## src/rtl/clock_pkg.sv

```systemverilog
// Shared types and constants for the HH:MM clock mode/sequencing logic.
// State encoding doubles as the external mode output.
package clock_pkg;

  typedef enum logic [1:0] {
    ST_RUN     = 2'b00,
    ST_SET_HRS = 2'b01,
    ST_SET_MIN = 2'b10
  } state_e;

  localparam int unsigned NUM_DIGITS = 4;

  localparam int unsigned DIG_MIN_U = 0;
  localparam int unsigned DIG_MIN_D = 1;
  localparam int unsigned DIG_HRS_U = 2;
  localparam int unsigned DIG_HRS_D = 3;

  localparam logic [NUM_DIGITS-1:0] MASK_HRS =
    NUM_DIGITS'((1 << DIG_HRS_U) | (1 << DIG_HRS_D));
  localparam logic [NUM_DIGITS-1:0] MASK_MIN =
    NUM_DIGITS'((1 << DIG_MIN_U) | (1 << DIG_MIN_D));

  // Digits belonging to the field being edited in a given state.
  function automatic logic [NUM_DIGITS-1:0] mask_for(state_e st);
    logic [NUM_DIGITS-1:0] m;
    m = '0;
    case (st)
      ST_SET_HRS: m = MASK_HRS;
      ST_SET_MIN: m = MASK_MIN;
      default:    m = '0;
    endcase
    return m;
  endfunction

endpackage

```

## src/rtl/ms_timer.sv

```systemverilog
// Millisecond tick counter: counts tick strobes while enabled, flags the tick
// that reaches LIMIT and reloads to RELOAD on that same tick. Clear wins.
module ms_timer #(
  parameter int unsigned CNT_W  = 14,
  parameter int unsigned LIMIT  = 250,
  parameter int unsigned RELOAD = 0
) (
  input  logic clk,
  input  logic reset,
  input  logic tick,
  input  logic clr,
  input  logic en,
  output logic done_c
);

  // Elaboration-time guard: the counter must be able to hold LIMIT.
  if (LIMIT == 0 || LIMIT >= (1 << CNT_W) || RELOAD >= LIMIT) begin : g_bad_cfg
    $error("ms_timer: LIMIT/RELOAD do not fit CNT_W");
  end

  logic [CNT_W-1:0] cnt_q, cnt_d;

  always_comb begin
    done_c = 1'b0;
    cnt_d  = cnt_q;
    if (clr) begin
      cnt_d = '0;
    end else if (en && tick) begin
      if (cnt_q == CNT_W'(LIMIT - 1)) begin
        done_c = 1'b1;
        cnt_d  = CNT_W'(RELOAD);
      end else begin
        cnt_d = cnt_q + CNT_W'(1);
      end
    end
  end

  always_ff @(posedge clk) begin
    if (reset) begin
      cnt_q <= '0;
    end else begin
      cnt_q <= cnt_d;
    end
  end

endmodule

```

## src/rtl/time_set_controller.sv

```systemverilog
// RUN/SET_HRS/SET_MIN sequencer: turns debounced buttons into one-cycle
// increment strobes with auto-repeat, freezes seconds and blinks the edited field.
module time_set_controller
  import clock_pkg::*;
#(
  parameter int unsigned BLINK_HALF_MS   = 250,
  parameter int unsigned REPEAT_DELAY_MS = 600,
  parameter int unsigned REPEAT_RATE_MS  = 150,
  parameter int unsigned IDLE_TIMEOUT_MS = 10000,
  parameter int unsigned CNT_W           = 14
) (
  input  logic       clk,
  input  logic       reset,
  input  logic       tick_ms,
  input  logic       mode_lvl,
  input  logic       adj_lvl,
  output logic       inc_min,
  output logic       inc_hrs,
  output logic       clear_sec,
  output logic       run_en,
  output logic [3:0] blank_mask,
  output logic [1:0] mode
);

  state_e     state_q, state_d;
  logic       mode_q, adj_q;
  logic       armed_q, armed_d;
  logic       phase_q, phase_d;
  logic       inc_min_q, inc_min_d;
  logic       inc_hrs_q, inc_hrs_d;
  logic       clear_sec_q, clear_sec_d;
  logic       run_en_q, run_en_d;
  logic [3:0] blank_mask_q, blank_mask_d;

  logic mode_press, adj_press, in_set, entry, adj_act;
  logic blink_clr, blink_done;
  logic rep_clr, rep_en, rep_done;
  logic idle_clr, idle_done;

  assign mode_press = mode_lvl & ~mode_q;
  assign adj_press  = adj_lvl & ~adj_q;
  assign in_set     = (state_q != ST_RUN);

  // Idle timer restarts on any button activity; held adj keeps it at zero.
  assign idle_clr = ~in_set | mode_press | adj_lvl;

  always_comb begin
    state_d = state_q;
    case (state_q)
      ST_RUN: begin
        if (mode_press) state_d = ST_SET_HRS;
      end
      ST_SET_HRS: begin
        if (mode_press)     state_d = ST_SET_MIN;
        else if (idle_done) state_d = ST_RUN;
      end
      ST_SET_MIN: begin
        if (mode_press || idle_done) state_d = ST_RUN;
      end
      default: state_d = ST_RUN;
    endcase
  end

  assign entry = (state_d != state_q);

  // A mode change in the same cycle swallows any adjust activity.
  assign adj_act   = in_set & adj_press & armed_q & ~entry;
  assign blink_clr = ~in_set | entry;
  assign rep_clr   = ~in_set | entry | ~adj_lvl | adj_act;
  assign rep_en    = armed_q & adj_lvl;

  ms_timer #(
    .CNT_W (CNT_W),
    .LIMIT (BLINK_HALF_MS),
    .RELOAD(0)
  ) u_blink_timer (
    .clk   (clk),
    .reset (reset),
    .tick  (tick_ms),
    .clr   (blink_clr),
    .en    (in_set),
    .done_c(blink_done)
  );

  ms_timer #(
    .CNT_W (CNT_W),
    .LIMIT (REPEAT_DELAY_MS),
    .RELOAD(REPEAT_DELAY_MS - REPEAT_RATE_MS)
  ) u_repeat_timer (
    .clk   (clk),
    .reset (reset),
    .tick  (tick_ms),
    .clr   (rep_clr),
    .en    (rep_en),
    .done_c(rep_done)
  );

  ms_timer #(
    .CNT_W (CNT_W),
    .LIMIT (IDLE_TIMEOUT_MS),
    .RELOAD(0)
  ) u_idle_timer (
    .clk   (clk),
    .reset (reset),
    .tick  (tick_ms),
    .clr   (idle_clr),
    .en    (in_set),
    .done_c(idle_done)
  );

  always_comb begin
    armed_d      = armed_q;
    phase_d      = phase_q;
    inc_hrs_d    = 1'b0;
    inc_min_d    = 1'b0;
    clear_sec_d  = 1'b0;
    run_en_d     = 1'b0;
    blank_mask_d = '0;

    // Arming needs a release seen inside the current state.
    if (entry)         armed_d = 1'b0;
    else if (!adj_lvl) armed_d = 1'b1;

    if (blink_clr)       phase_d = 1'b0;
    else if (blink_done) phase_d = ~phase_q;

    if (!entry && (adj_act || rep_done)) begin
      inc_hrs_d = (state_q == ST_SET_HRS);
      inc_min_d = (state_q == ST_SET_MIN);
    end

    clear_sec_d = in_set && (state_d == ST_RUN);
    run_en_d    = (state_d == ST_RUN);

    if (phase_d && !adj_lvl) blank_mask_d = mask_for(state_d);
  end

  always_ff @(posedge clk) begin
    if (reset) begin
      state_q      <= ST_RUN;
      mode_q       <= 1'b0;
      adj_q        <= 1'b0;
      armed_q      <= 1'b0;
      phase_q      <= 1'b0;
      inc_min_q    <= 1'b0;
      inc_hrs_q    <= 1'b0;
      clear_sec_q  <= 1'b0;
      run_en_q     <= 1'b1;
      blank_mask_q <= '0;
    end else begin
      state_q      <= state_d;
      mode_q       <= mode_lvl;
      adj_q        <= adj_lvl;
      armed_q      <= armed_d;
      phase_q      <= phase_d;
      inc_min_q    <= inc_min_d;
      inc_hrs_q    <= inc_hrs_d;
      clear_sec_q  <= clear_sec_d;
      run_en_q     <= run_en_d;
      blank_mask_q <= blank_mask_d;
    end
  end

  assign inc_min    = inc_min_q;
  assign inc_hrs    = inc_hrs_q;
  assign clear_sec  = clear_sec_q;
  assign run_en     = run_en_q;
  assign blank_mask = blank_mask_q;
  assign mode       = state_q;

endmodule

```

## config.mk

```make
export PLATFORM = sky130hd
export DESIGN_NAME = time_set_controller
export DESIGN_NICKNAME = d
export VERILOG_FILES = /design/src/rtl/clock_pkg.sv /design/src/rtl/ms_timer.sv /design/src/rtl/time_set_controller.sv
export SDC_FILE = /design/constraint.sdc
export NUM_CORES = 1
export LEC_CHECK = 0
export ABC_AREA = 1
export BUFFER_PORTS_ARGS = -buffer_cell sky130_fd_sc_hd__buf_2
export CAP_MARGIN = 20
export CORE_MARGIN = 10
export CORE_UTILIZATION = 50
export CTS_CLUSTER_DIAMETER = 30
export DETAILED_ROUTE_END_ITERATION = 12
export PLACE_DENSITY = 0.77
export SLEW_MARGIN = 20
export SYNTH_ARGS = -nofsm -noshare
export SYNTH_HDL_FRONTEND = slang
export SYNTH_HIERARCHICAL = 1
export SYNTH_SLANG_ARGS = --single-unit
```

## constraint.sdc

```tcl
create_clock -name clk -period 4.26 [get_ports clk]
set_clock_uncertainty 0.2 [all_clocks]
set_input_delay 0.426 -clock clk [delete_from_list [all_inputs] [get_ports clk]]
set_output_delay 0.426 -clock clk [all_outputs]
set_load 0.01 [all_outputs]
```

After elaboration in Yosys (flattened, before gate mapping) --
Cells that the tools add are included.
Storage, ports and cells: bits in registers 56, word-level logic and storage cells 81, output and inout port bits 10
Cells by class: reduce and logical (&&, ||, !) cells 18, muxes and demuxes 20, eq/ne operators 8, add/sub/neg operators 3, bitwise gates (word level) 19
Operators with widths (number):
- $add 14x1->14 const B | 3
- $mux 14 | 3
- $eq 14x10->1 const B | 1
- $eq 14x14->1 const B | 1
- $eq 14x8->1 const B | 1
- $reduce_or 2->1 | 6
- $mux 1 | 11
- $mux 2 | 4
- $not 1->1 | 8
- $pmux 4 s2 | 1
- $and 1x1->1 | 6
- $pmux 2 s3 | 1
- $logic_and 1x1->1 | 5
- $or 1x1->1 | 5
- $eq 2x1->1 const B | 2
- $eq 2x2->1 const B | 2
- $logic_not 2->1 | 2
- $logic_not 1->1 | 2
- $logic_or 1x1->1 | 2
- $ne 2x2->1 | 1
- $reduce_bool 2->1 | 1

Longest topological paths before layout --
Gate-level depths: netlist of run 1.
depth in word-level cells 17, mapped depth 16, depth with buffers taken out 16

Cells and area by module --
The synthesis of run 1 kept the hierarchy.
By module, submodules not included:
- ms_timer (u_repeat_timer) | times used 1, cells an instance 140, area each 875.8 um2
- ms_timer (u_idle_timer) | times used 1, cells an instance 134, area each 854.6 um2
- ms_timer (u_blink_timer) | times used 1, cells an instance 114, area each 775.7 um2
- time_set_controller | times used 1, cells an instance 68, area each 541.8 um2

Least setup slack after synthesis of run 1 --
Ideal clock, no wire load.
kind reg-to-reg, start point register state_q[0], in the netlist mode[0], end point register u_repeat_timer.cnt_q[10], arrival 1.923 ns, slack 2.073 ns, cell stages (with the launch flop) 17, path buffers 0, cells stage by stage dfxtp_1 -> inv_2 -> nand2_4 -> nand4_1 -> nor2_1 -> nand2_1 -> nor2_1 -> inv_2 -> nand3_2 -> nand2_2 -> nand2_2 -> nand3_1 -> nor2_1 -> inv_1 -> nor2_1 -> nand2_1 -> nor2_1
On the way: cells in the longest elaborated chain, start to end 13
Ends and longest elaborated chain:
- from (decl) | RTL line time_set_controller.sv:25 | state_e state_q, state_d;
- from (signal assigned) | RTL line time_set_controller.sv:151 | state_q <= state_d;
- $reduce_bool 2->1 (*) | RTL line time_set_controller.sv:42 | assign in_set = (state_q != ST_RUN);
- via in_set | RTL line time_set_controller.sv:35 | logic mode_press, adj_press, in_set, entry, adj_act;
- $not 1->1 | RTL line time_set_controller.sv:45 | assign idle_clr = ~in_set | mode_press | adj_lvl;
- $or 1x1->1 (2 in a row) | RTL line time_set_controller.sv:45
- $mux 1 (*) | RTL line ms_timer.sv:26 | if (clr) begin
- via idle_done | RTL line time_set_controller.sv:38 | logic idle_clr, idle_done;
- $mux 2 / $logic_or 1x1->1 (equally long branches) | RTL line time_set_controller.sv:55, time_set_controller.sv:58
- $mux 2, on equally long branches | RTL line time_set_controller.sv:54, time_set_controller.sv:58
- $pmux 2 s3 (*) | RTL line time_set_controller.sv:49 | case (state_q)
- $ne 2x2->1 (*) | RTL line time_set_controller.sv:64 | assign entry = (state_d != state_q);
- $or 1x1->1 / $not 1->1 (equally long branches) | RTL line time_set_controller.sv:69, time_set_controller.sv:67
- $or 1x1->1 / $and 1x1->1 (equally long branches) | RTL line time_set_controller.sv:69, time_set_controller.sv:67
- $or 1x1->1 (*) | RTL line time_set_controller.sv:69 | assign rep_clr = ~in_set | entry | ~adj_lvl | adj_act;
- via rep_clr | RTL line time_set_controller.sv:37 | logic rep_clr, rep_en, rep_done;
- $reduce_or 2->1 (no source line) (*)
- to (signal assigned) | RTL line ms_timer.sv:42 | cnt_q <= cnt_d;
- to (decl) | RTL line ms_timer.sv:21 | logic [CNT_W-1:0] cnt_q, cnt_d;
Mark *: on every way through the listed nets, which the timed path passes. The rest lies on a longest branch. A chain may end at the register's enable or synchronous reset.

Final worst setup path of run 1 --
start point register u_idle_timer.cnt_q[1], end point register u_repeat_timer.cnt_q[10]
On the way: cells in the longest elaborated chain, start to end 12
Ends and longest elaborated chain:
- from (decl) | RTL line ms_timer.sv:21
- from (signal assigned) | RTL line ms_timer.sv:42
- $eq 14x14->1 (*) | RTL line ms_timer.sv:29 | if (cnt_q == CNT_W'(LIMIT - 1)) begin
- $mux 1 (*) | RTL line ms_timer.sv:29
- $mux 1 (*) | RTL line ms_timer.sv:28 | end else if (en && tick) begin
- $mux 1 (*) | RTL line ms_timer.sv:26
- via idle_done | RTL line time_set_controller.sv:38
- $mux 2 / $logic_or 1x1->1 (equally long branches) | RTL line time_set_controller.sv:55, time_set_controller.sv:58
- $mux 2, on equally long branches | RTL line time_set_controller.sv:54, time_set_controller.sv:58
- $pmux 2 s3 (*) | RTL line time_set_controller.sv:49
- $ne 2x2->1 (*) | RTL line time_set_controller.sv:64
- $or 1x1->1 / $not 1->1 (equally long branches) | RTL line time_set_controller.sv:69, time_set_controller.sv:67
- $or 1x1->1 / $and 1x1->1 (equally long branches) | RTL line time_set_controller.sv:69, time_set_controller.sv:67
- $or 1x1->1 (*) | RTL line time_set_controller.sv:69
- via rep_clr | RTL line time_set_controller.sv:37
- $reduce_or 2->1 (no source line) (*)
Marked as above.

==> results.md, run 1 <==
* Total CTS buffers at 5
* Kind of path behind the tightest hold check: in2reg
* Library cell appearing most often on the critical path: nor2_1
* IR drop worst, VDD at 0.000147 V
* Register bit total from synthesis at 54
* Die Width at 98.1 um
* Routed len/inst at 11.3 um
* Number of standard-cell rows in the floorplan at 28
* Number of max-cap violations at 0
* Met3 track utilization from global routing at 0.0324
* Global routing met1 resource utilization at 0.168
* Htree depth at 2
* Dominant cells by area after synthesis: dfxtp_1 35%, nand2_1 13%, nor2_1 11%, inv_1 6.8%, nand3_1 5.9%
* Placed cells at 543
* Clock Pin Slew Worst Setup and Hold Paths at 0.11 ns
* Crit path required time at 4.31 ns
* Signal arrival time at the worst endpoint at 2.54 ns
* Global-route usage over all layers at 0.130
* Final Hold Viols at 0
* Cell at the root of the clock tree: clkbuf_8
* Slowest Stage Delay on Critical Path at 0.41 ns
* Master of the slowest instance on the critical path: dfxtp_1
* Total grt overflow at 0
* Area growth from synthesis to final layout at 8.13%
* Setup violations, final at 0
* Endpoint type of the worst setup path: flip-flop
* DIE HEIGHT at 98.1 um
* Time the worst path needs with I/O delays and setup at 2.49 ns
* Relative slew margins at 0.658
* Port Buf Inserts at 14
* Post-route fraction of the period consumed by the critical path at 0.584
* Ant. Diodes at 0
* Number of global-route vias before repair at 2537
* Run status: finished, final reports clean
* Worst Setup Start Kind: flip-flop
* Number of vias after detailed routing at 2792
* Setup TNS after final layout at 0 ns
* Setup Fix Bufs, Post-CTS at 0
* Nets at 486
* Mapped Nets at 467
* Yosys top cell area share at 0.355
* Number of standard cells in the final layout excluding fillers at 551
* Unrepaired setup endpoints after global routing: no
* Buffer levels on the longest clock path at 2
* Avg Inst Size Synth at 6.68 um^2
* Number of cells upsized or downsized after cts at 0
* Num Clock Sinks at 54
* IO Count at 15
* Die Area at 0.00962 mm^2
* Busiest metal layer after global routing: met2
* Fraction of the yosys area taken by sequential cells at 0.355
* Critical Path Fanout Max at 6
* Area of the placeable core at 0.00592 mm^2
* Drt pass-1 iters at 4
* Setup Crit Path Kind: reg2reg
* Drt total wl at 6200 um
* Number of warnings issued by yosys at 6
* Transition time at the pin with the least slew margin at 0.511 ns
* Wire length of the first global-routing pass at 10800 um
* Clock tree from TritonCTS: yes
* Hold Buf Count CTS at 0
* Cell taking the most area after synthesis: dfxtp_1
* Hpwl dp at 4750 um
* Initial cell density of the core at 0.515
* Met2 Usage GRT at 0.201
* Final number of max-transition violations at 0
* DRC errors left at 0
* Number of violations reported at the end of detailed-routing iteration 0 at 160
* Average vias per placed instance at 5.07
* Post-Syn Area at 0.00305 mm^2
* Proportion of layout cells with a drive suffix above 1 at 0.164
* Fmax at 402 MHz
* Clock insertion delay at the later pin of the skew report at 0.32 ns
* Maximum number of pins on one net before global-route repair at 18
* Ratio of total power to cell area at 267 mW/mm^2
* Cell variety after synth at 34
* Cell breakdown of the critical path: ha_1, nand3_1, nor2_1, nand2_1, nor2_1, inv_2, nand3_2, nand2_2, nand2_2, nand3_1, nor2_1, inv_1, nor2_1, nand2_1, nor2_1
* Final weighted congestion in routability-driven placement at 0.919
* Post-route antenna net violation count at 0
* Leak pwr at 1.34 nW
* Antenna violations before repair at 0
* Cell count after synthesis at 456
where the power goes:
| group | switching, mW | internal [mW] |
|---|---|---|
| Sequential | 0.00367 | 0.509 |
| Clock | 0.180 | 0.134 |
| Combinational | 0.0368 | 0.0158 |
| Total | 0.220 | 0.659 |
sequential cells by signal, summed over array words and instances (netlist names):
signal	count
adj_q	1
armed_q	1
blank_mask	2
clear_sec	1
inc_hrs	1
inc_min	1
mode	2
mode_q	1
phase_q	1
run_en	1
u_blink_timer/cnt_q	14
u_idle_timer/cnt_q	14
u_repeat_timer/cnt_q	14
final timing paths:
check / start / endpoint / slack [ns] / depth (start not counted)
max: u_idle_timer/cnt_q[1] / u_repeat_timer/cnt_q[10] / 1.77 / 15
min reg2reg: u_blink_timer/cnt_q[9] / u_blink_timer/cnt_q[9] / 0.31 / 2
max reg2reg: u_idle_timer/cnt_q[1] / u_repeat_timer/cnt_q[10] / 1.77 / 15
min: mode_lvl / mode_q / 0.12 / 3
cell type report:
cell class	instances	area (um^2)
multi-input combinational	333	1700
inverter	67	251
tap	75	93.8
sequential	54	1080
clock buffer	6	82.6
timing repair buffer	14	70.1
clock inverter	2	16.3
fill	582	2630
critical path: cells and delay by family, from the launching register on:
family        cells  cell delay (ns)
fa+ha+maj         1             0.25
buf+inv           2             0.24
flops             1             0.41
simple gates     12             1.32
through the flow:
stage                     hold WS (ns)  worst slack, ns  cell area (um^2)   util  power, mW
after floorplan                  0.263             2.07              3050      -      0.562
after global placement           0.279             1.90              3200  0.540      0.576
after detailed placement         0.289             1.82              3200  0.540      0.577
after CTS                        0.120             1.79              3300  0.557      0.890
after global routing             0.131             1.51              3300  0.557      0.912
final                            0.122             1.77              3300  0.557      0.880
cell families (layout without fill, tap and decap cells):
kind of cell    count (synthesis)  count (layout)  share of synthesized area
fa+ha+maj                       6               6                     0.0246
buf+inv                        69              89                     0.0874
xor+xnor                        6               6                     0.0172
flops                          54              54                      0.355
compound gates                 21              21                     0.0431
simple gates                  300             300                      0.473
synth_stat cells (all sizes together):
library cell	count
buf	2
nor3b	2
ha	6
clkinv	1
o21ai	6
nand2	122
nor3	14
xor2	4
a31oi	1
dfxtp	54
o21bai	5
o21a	2
nand4	15
a21o	1
inv	66
a21oi	6
xnor2	2
nor2	107
nand3	40
placed cells by master (no fill, tap or decap), types with 2 or more instances in the layout:
cell      Yosys  layout
nand2_4       3       3
dfxtp_1      54      54
xnor2_1       2       2
o21bai_1      5       5
clkbuf_8      0       6
o21ai_1       2       2
a21oi_1       5       5
nand3_2       3       3
inv_1        55      55
buf_2         0      14
inv_2        11      11
ha_1          6       6
o21ai_0       4       4
nor2_2       12      12
xor2_1        4       4
nand3_1      36      36
nor2_4        5       5
nor2_1       89      89
nand2_1     105     105
nor3_1       12      12
nand2_2      14      14
nand4_1      14      14
layer usage:
metal	vias to the layer above	wire [um]
li1	1465	-
met1	1265	3110
met2	52	2680
met3	10	302
met4	0	108
met5	-	0
No activity file was read; power rests on OpenSTA's default activity.
==> run 2: changes to the inputs <==
Settings changed: ABC_AREA 1 to 0, PLACE_DENSITY 0.77 to 0.8.
Clock period 4.26 ns to 2.2 ns, I/O delays scaled along.
==> run 2 against run 1 <==
The flow now finishes with violations (negative setup slack). Sequential share of layout area rose by 0.80 points. Worst hold slack got worse by 0.076 ns. Area after synthesis fell by 10%. Final cell count fell by 26%. Maximum frequency rose by 3.0%. Non-clock buffer count rose by 34. Global-route usage rose by 0.64 points. First-iteration DRC count fell by 34%. Clock-buffer cell count did not move. Total power rose by 88%. Sequential power rose by 93%. Critical path type unchanged. Highest routed layer unchanged.
==> results.md, run 2 <==
* DIE HEIGHT at 93.9 um
* Critical Path Fanout Max at 3
* Cell count after synthesis at 291
* Total CTS buffers at 5
* IR drop worst, VDD at 0.000309 V
* Area of the placeable core at 0.00520 mm^2
* Post-route fraction of the period consumed by the critical path at 1.10
* Drt total wl at 5900 um
* Start point of the worst min-delay path: reset
* Drt pass-1 iters at 4
* Fraction of the yosys area taken by sequential cells at 0.396
* Violations in the final reports: negative setup slack
* Maximum number of pins on one net before global-route repair at 16
* Register-to-Register Path Depth at 10
* Clock Power Share at 0.321
* Logic pwr share at 0.081
* Number of warnings issued by yosys at 6
* Worst setup slack before clock tree synthesis at -0.297 ns
* Register bit total from synthesis at 54
* Yosys top cell area share at 0.396
* Hpwl dp at 4090 um
* Mapped Nets at 302
* Leak pwr at 1.05 nW
* Fmax at 414 MHz
* Total internal power at 1.26 mW
* Post-route antenna net violation count at 0
* Global-route usage over all layers at 0.136
* Kind of path behind the tightest hold check: in2reg
* Reg-to-reg setup timing slack at -0.22 ns
* Commonest cells post-synth: 54 x dfxtp_1, 33 x nor2_1, 25 x xnor2_1
* Buf+Inv Stages, Crit Path at 2
* Unrepaired setup endpoints after global routing: yes
* Filler cells at 430
* Run status: finished with violations
* Buffer levels on the longest clock path at 2
* Average vias per placed instance at 5.38
* Ant. Diodes at 0
* Total power draw at 1.65 mW
* Num Clock Sinks at 54
* Cell family contributing the most delay on the critical path: simple AND/OR/NAND/NOR gates
* Top flop regs: u_blink_timer/cnt_q (14), u_idle_timer/cnt_q (14), u_repeat_timer/cnt_q (14)
* Port Buf Inserts at 14
* Time the worst path needs with I/O delays and setup at 2.42 ns
* Final critical-path setup slack at -0.217 ns
* Crit path required time at 2.26 ns
* Cell variety after synth at 50
* Clock tree from TritonCTS: yes
* Main synth FF type: dfxtp_1
* Capture instance of the worst register-to-register path: phase_q
* NetSw at 395 uW
* Htree depth at 2
* Die Width at 93.9 um
* Clock insertion delay at the later pin of the skew report at 0.31 ns
* Setup Crit Path Kind: reg2reg
* Number of global-route vias before repair at 2252
* Final core utilization at 0.620
* Dominant cells by area after synthesis: dfxtp_1 40%, xnor2_1 8.0%, xor2_1 4.8%, nor2_2 4.6%, nor2_1 4.5%
* Final Hold Viols at 0
* Most common cell after layout, fill and taps aside: dfxtp_1
* Most repeated cell in the gate-level netlist after synthesis: dfxtp_1
* Commonest non-fill, non-tap cells in the layout: 51 x dfxtp_1, 31 x buf_4, 29 x nor2_1
* Routed len/inst at 14.5 um
* IO Count at 15
* Reg power frac at 0.599
* Number of violations reported at the end of detailed-routing iteration 0 at 106
* Cell taking the most area after synthesis: dfxtp_1
* Ratio of total power to cell area at 512 mW/mm^2
* Share of flip-flops with an asynchronous set or reset after synthesis at 0
* Avg Inst Size Synth at 9.38 um^2
* DRC errors left at 0
* Final number of max-transition violations at 0
* Total grt overflow at 0
* Number of vias after detailed routing at 2189
* Setup violations, final at 18
* Number of max-cap violations at 0
* Post-Syn Area at 0.00273 mm^2
* Endpoint type of the worst setup path: flip-flop
* Number of standard cells in the final layout excluding fillers at 407
* Master of the slowest instance on the critical path: or4_4
* Initial cell density of the core at 0.524
* Switching portion of total power at 0.239
* Proportion of layout cells with a drive suffix above 1 at 0.315
* Final weighted congestion in routability-driven placement at 0.787
* Slowest Stage Delay on Critical Path at 0.52 ns
* Antenna violations before repair at 0
* Cell breakdown of the critical path: or4_4, or4_4, nor2_4, nor2_4, nand2_2, nor4_2, xor2_1, nand4_1, buf_4, inv_2
* Clock Pin Slew Worst Setup and Hold Paths at 0.09 ns
* Cell at the root of the clock tree: clkbuf_8
* Die Area at 0.00881 mm^2
* Relative slew margins at 0.467
* Transition time at the pin with the least slew margin at 0.799 ns
* Placed cells at 395
* Wire length of the first global-routing pass at 9950 um
* Worst Setup Start Kind: flip-flop
* Count of flip-flops with a built-in enable after synthesis at 0
* Number of standard-cell rows in the floorplan at 26
* Nets at 348
* Signal arrival time at the worst endpoint at 2.48 ns
* Number of cells on the worst hold path at 2
* End of the worst hold path: mode[1]
* Startpoint of the lowest-slack register-to-register path: u_idle_timer/cnt_q[5]
* Area growth from synthesis to final layout at 18.3%
-- run 2: changes by cell type after synthesis, sizes merged, moves of 6 or more --
cell	change
nand3	-28
inv	-60
nor4	+16
o21ai	-6
nand2	-102
xnor2	+23
xor2	+11
nor2	-54
buf	+7
-- run 2: logic make-up (layout without fill, tap and decap cells) --
kind of cell / after synthesis / after routing / synth area share
mux: 2 / 2 / 0.00779
buf+inv: 16 / 61 / 0.0463
flops: 54 / 54 / 0.396
fa+ha+maj: 7 / 7 / 0.0316
simple gates: 155 / 155 / 0.337
compound gates: 17 / 18 / 0.0532
xor+xnor: 40 / 40 / 0.128
-- run 2: area by class of cell --
class | count | area, um^2 | share of cell area
clock buffers | 6 | 72.6 | 0.0225
flip-flops and latches | 54 | 1080 | 0.336
repair buffers | 48 | 333 | 0.103
well taps | 70 | 87.6 | 0.0271
clock inverters | 1 | 7.51 | 0.00233
inverters | 6 | 22.5 | 0.00698
multi-input cells | 222 | 1620 | 0.502
-- run 2: worst max-delay path by stage --
stage / start / end / slack [ns] / cells after the start
final: u_idle_timer/cnt_q[5] / phase_q / -0.22 / 10
after global routing: u_idle_timer/cnt_q[5] / blank_mask[2] / -0.34 / 9
after CTS: u_idle_timer/cnt_q[5] / blank_mask[2] / -0.17 / 9
after detailed placement: u_idle_timer/cnt_q[5] / blank_mask[2] / -0.30 / 9
after global placement: u_idle_timer/cnt_q[5] / blank_mask[2] / -0.24 / 9
after floorplan: mode[1] / blank_mask[2] / -0.34 / 12
-- run 2: power groups by stage --
stage          clock (mW)  sequential, mW  combinational [mW]
2_1_floorplan           0            1.01              0.0788
3_3_place_gp            0            1.01               0.115
3_5_place_dp            0            1.01               0.118
4_1_cts             0.545           0.989               0.126
5_1_grt             0.591           0.990               0.144
6_report            0.530           0.989               0.134
-- run 2: worst reg2reg max path, stage by stage, from the launching register on --
cell and delay (ns):
dfxtp_2 0.32, or4_4 0.52, or4_4 0.46, nor2_4 0.13
nor2_4 0.05, nand2_2 0.06, nor4_2 0.04, xor2_1 0.16
nand4_1 0.21, buf_4 0.20, inv_2 0.03
-- run 2: per-stage QoR --
step | TNS, ns | hold slack, ns | instance area [um^2]
after floorplan | -5.45 | 0.0850 | 2760
after global placement | -3.07 | 0.266 | 3040
after detailed placement | -4.71 | 0.278 | 3040
after CTS | -3.04 | 0.0267 | 3170
after global routing | -3.26 | 0.0542 | 3230
final | -0.973 | 0.0463 | 3230
-- run 2: routing by layer --
| metal | vias up | share of wire | track usage |
|---|---|---|---|
| met2 | 29 | 0.51 | 0.241 |
| met1 | 1028 | 0.45 | 0.154 |
| li1 | 1123 | - | - |
| met3 | 9 | 0.026 | 0.0272 |
| met5 | - | 0 | 0 |
| met4 | 0 | 0.016 | 0.0557 |
-- run 2: repair_timing --
action	CTS	global route
cloned	0	1
pin swaps	12	6
hold buffers	3	0
hold endpoints to repair	4	0
gates resized for setup	6	7
setup buffers	0	1
endpoints found under the setup margin	37	37
==> run 3: changes to the inputs <==
Settings changed: GPL_TIMING_DRIVEN set to 0.
==> run 3 against run 2 <==
The run still ends with negative setup slack left. Clock-buffer cell count grew 1. Utilization up 0.53 points. Sequential share of layout area barely moved. Sequential power about the same. Non-clock buffer count fell by 8. Register-to-register slack worse by 0.12 ns. Critical path type unchanged. Critical endpoint is now inc_hrs.
==> results.md, run 3 (same netlist as run 2, synthesis figures left out) <==
* Run status: finished with violations
* Violations in the final reports: negative setup slack
* Clock tree from TritonCTS: yes
* Endpoint type of the worst setup path: flip-flop
* Proportion of layout cells with a drive suffix above 1 at 0.297
* Initial cell density of the core at 0.524
* Crit path required time at 2.19 ns
* Hpwl dp at 3540 um
* Number of violations reported at the end of detailed-routing iteration 0 at 93
* Min Hold Slack at 0.0190 ns
* Antenna violations before repair at 0
* Maximum number of pins on one net before global-route repair at 16
* Clock Pin Slew Worst Setup and Hold Paths at 0.10 ns
* Post-route fraction of the period consumed by the critical path at 1.15
* Unrepaired setup endpoints after global routing: yes
* Wire length of the first global-routing pass at 9770 um
* Number of cells on the worst hold path at 2
* Startpoint of the lowest-slack register-to-register path: u_idle_timer/cnt_q[6]
* IR drop worst, VDD at 0.000392 V
* Total CTS buffers at 5
* Die Width at 93.9 um
* Post-route antenna net violation count at 0
* Ant. Diodes at 0
* Area growth from synthesis to final layout at 19.3%
* DRC errors left at 0
* Register-to-Register Path Depth at 9
* End of the worst hold path: adj_q
* Nets at 340
* Kind of path behind the tightest hold check: in2reg
* Final Hold Viols at 0
* Setup Crit Path Kind: reg2reg
* Commonest non-fill, non-tap cells in the layout: 48 x dfxtp_1, 30 x nor2_1, 25 x xnor2_1
* Final number of max-transition violations at 0
* Average vias per placed instance at 5.54
* Htree depth at 2
* Ratio of total power to cell area at 547 mW/mm^2
* Buffer levels on the longest clock path at 2
* DIE HEIGHT at 93.9 um
* Transition time at the pin with the least slew margin at 0.469 ns
* Number of standard-cell rows in the floorplan at 26
* Number of global-route vias before repair at 2128
* Die Area at 0.00881 mm^2
* Setup violations, final at 38
* Most common cell after layout, fill and taps aside: dfxtp_1
* Global-route usage over all layers at 0.135
* Port Buf Inserts at 14
* Start point of the worst min-delay path: adj_lvl
* Num Clock Sinks at 54
* Reg-to-reg setup timing slack at -0.34 ns
* Drt pass-1 iters at 4
* Fmax at 394 MHz
* Capture instance of the worst register-to-register path: inc_hrs
* Setup TNS after final layout at -7.34 ns
* Final Instance Area at 0.00326 mm^2
* Number of vias after detailed routing at 2215
* Worst setup slack before clock tree synthesis at -0.621 ns
* Final weighted congestion in routability-driven placement at 0.814
* Critical Path Fanout Max at 3
* Clock insertion delay at the later pin of the skew report at 0.30 ns
* Signal arrival time at the worst endpoint at 2.53 ns
* Drt total wl at 5600 um
* Routed len/inst at 14.0 um
* Cell at the root of the clock tree: clkbuf_8
* Final critical-path setup slack at -0.341 ns
* Time the worst path needs with I/O delays and setup at 2.54 ns
* Placed cells at 375
* Instance area at placement at 0.00291 mm^2
* Number of max-cap violations at 0
* Relative slew margins at 0.686
* Number of standard cells in the final layout excluding fillers at 400
* IO Count at 15
* Total grt overflow at 0
* Leak pwr at 1.06 nW
* Top flop regs: u_blink_timer/cnt_q (14), u_idle_timer/cnt_q (14), u_repeat_timer/cnt_q (14)
* Worst Setup Start Kind: flip-flop
* Area of the placeable core at 0.00520 mm^2
## run 3: worst max path at each step
stage	from	end	cells after the start
floorplan	mode[1]	blank_mask[2]	12
global placement	mode[1]	blank_mask[2]	12
detailed placement	mode[0]	blank_mask[2]	12
CTS	u_idle_timer/cnt_q[6]	blank_mask[2]	10
global route	u_idle_timer/cnt_q[6]	blank_mask[2]	9
finish	u_idle_timer/cnt_q[6]	inc_hrs	9
## run 3: metal layers
| metal | up-vias | wire length (um) | GRT usage |
|---|---|---|---|
| met5 | - | 0 | 0 |
| met4 | 0 | 112 | 0.0671 |
| met3 | 8 | 195 | 0.0288 |
| met2 | 35 | 2690 | 0.221 |
| met1 | 1072 | 2600 | 0.164 |
| li1 | 1100 | - | - |
## run 3: cell type report
cell class | count | area [um^2]
plain buffers | 7 | 70.1
well taps | 70 | 87.6
clock inverters | 1 | 30.0
clock buffers | 7 | 76.3
multi-input cells | 222 | 1610
flip-flops and latches | 54 | 1090
fillers | 414 | 1950
inverters | 6 | 22.5
repair buffers | 33 | 262
## run 3: through the flow
| stage | power, mW | util |
|---|---|---|
| global placement | 1.12 | 0.560 |
| detailed placement | 1.12 | 0.560 |
| finish | 1.78 | 0.625 |
| global route | 1.86 | 0.625 |
| floorplan | 1.09 | - |
| CTS | 1.80 | 0.625 |
## run 3: worst max-delay path, cell delays in order (launching register included)
cell and delay (ns):
dfxtp_2 0.33, or4_1 0.52, or4_4 0.53, nor2_4 0.14, nor2_4 0.05, buf_4 0.14, o2111ai_2 0.11, nor2_1 0.10
a41oi_2 0.24, nor4b_2 0.08
## run 3: report_power, final
part	switching (mW)	total, mW	leakage [nW]	internal, mW
sequential	0.00533	0.990	0.440	0.984
combinational	0.0792	0.144	0.566	0.0645
clock	0.307	0.648	0.0524	0.341
total	0.392	1.78	1.06	1.39
## run 3: what timing repair did
| action | in CTS | in global routing |
|---|---|---|
| gates cloned | 2 | 0 |
| hold endpoints to repair | 4 | 0 |
| pin swaps | 21 | 6 |
| hold buffers | 2 | 0 |
| gates resized for setup | 20 | 0 |
| setup buffers | 14 | 2 |
| endpoints found under the setup margin | 38 | 38 |
